<file path="config.mk">
export PLATFORM = sky130hd
export DESIGN_NAME = wb_sequencer
export DESIGN_NICKNAME = d
export VERILOG_FILES = /design/src/rtl/wb_sequencer.sv
export SDC_FILE = /design/constraint.sdc
export NUM_CORES = 1
export LEC_CHECK = 0
export CAP_MARGIN = 30
export CELL_PAD_IN_SITES_DETAIL_PLACEMENT = 0
export CELL_PAD_IN_SITES_GLOBAL_PLACEMENT = 1
export CORE_MARGIN = 5
export CORE_UTILIZATION = 48
export DETAILED_ROUTE_END_ITERATION = 16
export PLACE_DENSITY = 0.93
export SLEW_MARGIN = 40
export SYNTH_ARGS = -nofsm -noshare
export SYNTH_HDL_FRONTEND = slang
export SYNTH_SLANG_ARGS = --single-unit
export TNS_END_PERCENT = 50
</file>
<file path="constraint.sdc">
create_clock -name clk -period 7.4 [get_ports clk]
set_clock_uncertainty 0.05 [all_clocks]
set_input_delay 1.48 -clock clk [delete_from_list [all_inputs] [get_ports clk]]
set_output_delay 1.48 -clock clk [all_outputs]
set_load 0.05 [all_outputs]
</file>
<file path="src/rtl/wb_sequencer.sv">
// Writeback sequencer: queues up to two register writes per request and drains one per cycle
// onto the single register-file write port. Define WB_SEQ_BYPASS_EN to add the byp_* lookup ports.
module wb_sequencer #(
  parameter int DEPTH = 4,
  parameter int XLEN  = 32
) (
  input  logic                     clk,
  input  logic                     rst_n,
  input  logic                     req_valid,
  output logic                     req_ready,
  input  logic                     req_en1,
  input  logic [4:0]               req_rd,
  input  logic [XLEN-1:0]          req_data,
  input  logic                     req_en2,
  input  logic [4:0]               req_rs1,
  input  logic [XLEN-1:0]          req_data2,
  output logic                     rf_en,
  output logic [4:0]               waddr,
  output logic [XLEN-1:0]          wdata,
  output logic [31:0]              busy_mask,
  output logic [$clog2(DEPTH):0]   count
`ifdef WB_SEQ_BYPASS_EN
  ,
  input  logic [4:0]               byp_addr,
  output logic                     byp_hit,
  output logic [XLEN-1:0]          byp_data
`endif
);

  localparam int PW = $clog2(DEPTH);
  localparam int CW = PW + 1;

  logic [4:0]      addr_q [DEPTH];
  logic [4:0]      addr_d [DEPTH];
  logic [XLEN-1:0] data_q [DEPTH];
  logic [XLEN-1:0] data_d [DEPTH];
  logic [PW-1:0]   rd_ptr_q, rd_ptr_d;
  logic [PW-1:0]   wr_ptr_q, wr_ptr_d;
  logic [CW-1:0]   count_q, count_d;
  logic [CW:0]     count_next_wide;

  logic            accept;
  logic            push1;
  logic            push2;
  logic            pop;
  logic [1:0]      pushed;
  logic [PW-1:0]   slot2;

  // The base update always lands in the slot after the primary, so a same-register pair resolves to the base data.
  always_comb begin
    accept   = req_valid && req_ready;
    push1    = accept && req_en1 && (req_rd != 5'd0);
    push2    = accept && req_en2 && (req_rs1 != 5'd0);
    pop      = (count_q != '0);
    pushed   = {1'b0, push1} + {1'b0, push2};
    slot2    = push1 ? (wr_ptr_q + PW'(1)) : wr_ptr_q;
    addr_d   = addr_q;
    data_d   = data_q;
    if (push1) begin
      addr_d[wr_ptr_q] = req_rd;
      data_d[wr_ptr_q] = req_data;
    end
    if (push2) begin
      addr_d[slot2] = req_rs1;
      data_d[slot2] = req_data2;
    end
    wr_ptr_d        = wr_ptr_q + PW'(pushed);
    rd_ptr_d        = rd_ptr_q + PW'(pop);
    count_next_wide = {1'b0, count_q} + (CW+1)'(pushed) - (CW+1)'(pop);
    count_d         = count_next_wide[CW-1:0];
  end

  always_ff @(posedge clk or negedge rst_n) begin
    if (!rst_n) begin
      for (int i = 0; i < DEPTH; i++) begin
        addr_q[i] <= '0;
        data_q[i] <= '0;
      end
      rd_ptr_q <= '0;
      wr_ptr_q <= '0;
      count_q  <= '0;
    end else begin
      addr_q   <= addr_d;
      data_q   <= data_d;
      rd_ptr_q <= rd_ptr_d;
      wr_ptr_q <= wr_ptr_d;
      count_q  <= count_d;
    end
  end

  // Ready needs room for a full pair regardless of what the request actually carries.
  always_comb begin
    req_ready = (((CW+1)'(DEPTH) - {1'b0, count_q}) >= (CW+1)'(2));
    count     = count_q;
    rf_en     = pop;
    waddr     = pop ? addr_q[rd_ptr_q] : 5'd0;
    wdata     = pop ? data_q[rd_ptr_q] : '0;
  end

  // An entry is live when its distance from the read pointer is below the occupancy.
  always_comb begin
    busy_mask = '0;
    for (int i = 0; i < DEPTH; i++) begin
      if ({1'b0, PW'(i) - rd_ptr_q} < count_q) begin
        busy_mask[addr_q[i]] = 1'b1;
      end
    end
    busy_mask[0] = 1'b0;
  end

`ifdef WB_SEQ_BYPASS_EN
  // Walk oldest to youngest so the last match seen is the youngest.
  always_comb begin
    byp_hit  = 1'b0;
    byp_data = '0;
    for (int k = 0; k < DEPTH; k++) begin
      if ((CW'(k) < count_q) && (byp_addr != 5'd0) &&
          (addr_q[rd_ptr_q + PW'(k)] == byp_addr)) begin
        byp_hit  = 1'b1;
        byp_data = data_q[rd_ptr_q + PW'(k)];
      end
    end
  end
`endif

  overflow_check: assert property (@(posedge clk) disable iff (!rst_n)
    count_next_wide <= (CW+1)'(DEPTH));

endmodule
</file>
## After elaboration in Yosys (flattened, before gate mapping)

Index checks and enable logic that the tools add are counted.

- Bits in registers: 155
- Bits of input ports: 79
- Output and inout bits: 74
- Logic and storage cells: 97

- Add/sub/neg operators: 11
- Order comparisons: 18
- Mux-type cells: 37
- Bitwise logic cells: 6
- Reductions and logical operators: 14

Operator list:

| operator | count |
|---|---|
| 32-bit two-way mux | 9 |
| 128-bit bitwise mux | 2 |
| 128-bit two-way mux | 2 |
| 32-bit demux with 2-bit select | 2 |
| 32-bit bitwise OR | 3 |
| 32-bit binary-select mux with 2-bit select | 1 |
| 20-bit bitwise mux | 2 |
| 20-bit two-way mux | 2 |
| 5-bit two-way mux | 5 |
| 5-bit by 6-bit less-than comparator with 1-bit output, second input constant | 4 |
| 1-bit demux with 5-bit select | 4 |
| 5-bit demux with 2-bit select | 2 |
| 5-bit by 1-bit greater-or-equal comparator with 1-bit output, second input constant | 4 |
| 2-bit by 3-bit less-than comparator with 1-bit output | 4 |
| 1-bit logical AND | 11 |
| 5-bit binary-select mux with 2-bit select | 1 |
| 5-bit nonzero test | 2 |
| 3-bit greater-or-equal comparator, second input constant | 3 |
| 2-bit NOT with 3-bit output | 3 |
| 3-bit by 1-bit less-than comparator with 1-bit output, second input constant | 2 |
| 4-bit by 2-bit greater-or-equal comparator with 1-bit output, second input constant | 1 |
| 1-bit two-way mux | 4 |
| 1-bit by 2-bit subtractor with 2-bit output, first input constant | 2 |
| 2-bit subtractor, first input constant | 2 |
| 9 further kinds | 9 |

## Logic depth before layout (Yosys ltp)

- Depth after elaboration: 13
- Gate-level depth with buffers: 15
- Mapped depth without buffers: 15

## Worst setup path before layout

No wires, ideal clock.

- Kind: reg2out
- Start point: register count_q[1] (netlist: count[1])
- End point: output port busy_mask[16]
- Arrival time: 3636 ps
- Data required time: 5870 ps
- Setup slack: 2234 ps
- Stages on the path, launching flop included: 7
- Buffers on the path: 0
- Cells stage by stage: dfrtp_1 -> inv_1 -> ha_1 -> a21oi_1 -> o21ai_1 -> nand3b_1 -> o311ai_0

- Cells in the longest elaborated chain, start to end: 8
- Elaborated cells between the ends (all ways): 11
- Classes of those cells: order compare (4); mux (4); bitwise (3)

Ends and longest elaborated chain:

| what | line | text |
|---|---|---|
| start, declared | 39 | `logic [CW-1:0] count_q, count_d;` |
| start signal, assigned | 87 | `count_q <= count_d;` |
| 2-bit by 3-bit less-than comparator with 1-bit output | 104 | `if ({1'b0, PW'(i) - rd_ptr_q} < count_q) begin` |
| 32-bit two-way mux | 104 |  |
| 32-bit bitwise OR (no source line) | n/a |  |
| 32-bit two-way mux | 104 |  |
| 32-bit bitwise OR (no source line) | n/a |  |
| 32-bit two-way mux | 104 |  |
| 32-bit bitwise OR (no source line) | n/a |  |
| 32-bit two-way mux (*) | 104 |  |
| end, declared | 20 | `output logic [31:0] busy_mask,` |

Mark *: on every way between the ends. The rest lies on a longest branch, timed or not.

## Worst setup path in the final report

- Start point: register rd_ptr_q[1]
- End point: output port busy_mask[15]

- Cells in the longest elaborated chain, start to end: 9
- Elaborated cells between the ends (all ways): 15
- Classes of those cells: add/sub (4); order compare (4); mux (4); bitwise (3)

Ends and longest elaborated chain:

| what | line | text |
|---|---|---|
| start, declared | 37 | `logic [PW-1:0] rd_ptr_q, rd_ptr_d;` |
| start signal, assigned | 85 | `rd_ptr_q <= rd_ptr_d;` |
| 1-bit by 2-bit subtractor with 2-bit output | 104 |  |
| 2-bit by 3-bit less-than comparator with 1-bit output | 104 |  |
| 32-bit two-way mux | 104 |  |
| 32-bit bitwise OR (no source line) | n/a |  |
| 32-bit two-way mux | 104 |  |
| 32-bit bitwise OR (no source line) | n/a |  |
| 32-bit two-way mux | 104 |  |
| 32-bit bitwise OR (no source line) | n/a |  |
| 32-bit two-way mux (*) | 104 |  |

Marks and branches as above.

==> results.md <==
* Max Cap Violations at 0
* Final hold viol count at 0
* Arrival time worst endpoint at 3.97 ns
* Die Wd at 155 um
* Boundary pin count at 153
* Tightest Pin Transition at 0.752 ns
* Most common cell in the netlist: mux2_2
* Number of placement rows at 53
* Hold Path Depth at 2
* Rel. slew slack at 49.7%
* Routed length on met3 at 1.67 mm
* DR WL/cell at 22.2 um
* Largest net degree at the start of global routing at 88
* DPL Wire Length at 17.9 mm
* Hold EP: data_q[84]
* Hold_sp: data_q[84]
* WP data required at 5.87 ns
* Synth area leaders: dfrtp_1 38%, mux2_2 33%, mux4_2 8.2%
* Gr ovfl total at 0
* Worst flop-to-flop path startpoint: count[2]
* CTS Buf Count at 17
* DR vias at 7248
* Type of the worst setup path: reg -> out
* Area of the multi-input gates at 0.00589 mm^2
* Slew Limit Fails at 0
* Post-synthesis sequential area ratio at 38.4%
* Synthesized Nets at 891
* Layout cells sized above 1 at 41.9%
* Mean Syn Cell Area at 12.7 um^2
* Post-CTS Setup Inserts at 0
* Die height at 155 um
* Routed length on met1 at 11.1 mm
* Outcome: finished, final reports clean
* # fillers at 1674
* Sinks on the clock net at 155
* Max layer used: met4
* Core Footprint at 0.0209 mm^2
* Initial antenna violation count at 1
* Worst setup EP type: output pin
* Total GRT Usage at 22.6%
* Port bufs at 151
* Die ar. at 0.0241 mm^2
* Vias in the first global route at 7751
* Longest Clk Path Bufs at 2
* Crit path time final at 5.50 ns
* Asr flop ratio synth at 100%
* Clock root buffer: clkbuf_16
* TNS Setup at 0 ns
* Reg area at 0.00388 mm^2
* WL final at 26.9 mm
* Area delta synth->final at 22.8%
* Routed Antenna Nets at 0
* Mapped Area at 0.0101 mm^2
* Vias per cell at 5.97
* CTS Hold Bufs at 0
* Setup violators final at 0
* Critical path fanouts, max at 20
* RD Place Congestion at 0.950
* Nets at 1022
* CP max stage cell: clkdlybuf4s50_1
* Worst R2R Setup Slack at 3.48 ns
* Share of the synthesized area in the top cell type at 38.4%
* Initial DRT Pass Iterations at 5
* EDFF count, synth at 0
* Starting DRT DRC Count at 431
* Met2 wire len at 13.6 mm
* Primary FF master, synth: dfrtp_1
* Cells on worst reg2reg path at 14
* R2r endpoint: count[2]
* Starting Density at 48.4%
* RSZ-0062 raised after global routing: false
* Synth Register Bits at 155
* Synth warnings at 0
* Clock latency on the worst-skew pair at 0.42 ns
* CTS tree: done
* Max Fclk at 182 MHz
* Worst path cell trace: xnor2_1, inv_1, ha_1, a21oi_1, o21ai_0, nor3b_1, a221o_1, clkdlybuf4s50_1
* First-pass GRT wire length at 43.0 mm
* Worst path max stage delay at 0.81 ns
* Hold Crit Class: reg -> reg
* Drc violations at 0
* Area leader, netlist: dfrtp_1
* Mapped Cells at 794
* Synth unique cells at 55
* Synth top cells by count: 293 x mux2_2, 155 x dfrtp_1, 37 x and2_1, 37 x mux4_2, 24 x clkbuf_1
* Resized Gates After CTS at 0
* Reg clk slew, reported paths at 0.06 ns
* Startpoint Class: flip-flop
* Max H-tree Level at 4
* Final period util at 74.3%
cells in the final DEF (no fill, tap or decap), types with 3 or more instances in the layout:
cell type,count
mux2_2,293
dfrtp_1,153
clkdlybuf4s50_1,150
mux4_2,37
and2_1,37
inv_1,23
a221o_1,20
ha_1,17
clkbuf_16,17
o22ai_1,16
nor2_1,14
buf_4,14
nand2_1,12
nand3_1,8
nor3b_1,8
o211ai_1,8
inv_6,7
nand2b_1,6
o2bb2ai_1,5
nand3b_1,5
a22oi_1,5
xnor2_1,5
clkinv_2,5
o21ai_0,4
and3_1,4
o2111ai_1,4
and3b_1,4
a211o_1,4
a21oi_1,3
nor2b_1,3
nand4_1,3
mux2_1,3
area by class of cell:
| class | count | share of cell area (%) |
|---|---|---|
| diodes | 1 | 0.0202 |
| clock buffers | 17 | 3.43 |
| clock inverters | 15 | 1.10 |
| inverters | 24 | 0.726 |
| multi-input cells | 560 | 47.5 |
| flip-flops and latches | 155 | 31.3 |
| well taps | 275 | 2.77 |
| repair buffers | 167 | 13.2 |
worst max path at each step:
stage	start	cells after the start	end
2_1_floorplan	count[1]	6	busy_mask[16]
3_3_place_gp	rd_ptr_q[1]	8	busy_mask[16]
3_5_place_dp	req_rs1[1]	13	count[2]
4_1_cts	rd_ptr_q[0]	8	busy_mask[15]
5_1_grt	rd_ptr_q[0]	8	busy_mask[15]
6_report	rd_ptr_q[1]	8	busy_mask[15]
registers in the layout, summed over array words and instances, names as in the netlist:
register / flops
data_q: 128
rd_ptr_q: 2
wr_ptr_q: 2
addr_q: 20
count: 3
worst max-delay path, delay by kind of cell, from the launching register on:
family	cells	cell delay, ns
compound gates	3	0.91
buf+inv	2	0.88
flops	1	0.71
xor+xnor	1	0.21
simple gates	1	0.57
fa+ha+maj	1	0.27
metal layers:
metal | vias up | track usage (%)
met5 | - | 0
met4 | 0 | 6.64
met3 | 36 | 4.92
met2 | 272 | 38.5
met1 | 3660 | 29.1
li1 | 3280 | -
metrics by stage:
step                      instances  hold slack (ns)  worst slack [ns]  instance area (um^2)  utilization (%)
after floorplan                 794            0.493              2.23                 10100                -
after global placement         1180            0.538              2.19                 11800             56.5
after global routing           1214            0.589              1.63                 12400             59.4
final                          1214            0.560              1.90                 12400             59.4
after CTS                      1212            0.565              1.94                 12400             59.4
after detailed placement       1180            0.551              2.29                 11800             56.7
cells by family (layout without fill, tap and decap cells):
kind of cell             after synthesis  after routing  share of synthesized area, %
XOR/XNOR                               7              7                         0.681
AND/OR/NAND/NOR                      116            116                          6.93
multiplexers                         334            334                          41.4
adder cells (fa/ha/maj)               18             18                          2.30
AO/OA/AOI/OAI                         84             84                          6.66
buffers and inverters                 79            223                          3.63
flip-flops                           155            155                          38.4
other                                  1              2                        0.0371
Power is left out: the tool's default activity adds up to more than one toggle a clock period on the data nets, which glitch-free logic cannot reach.
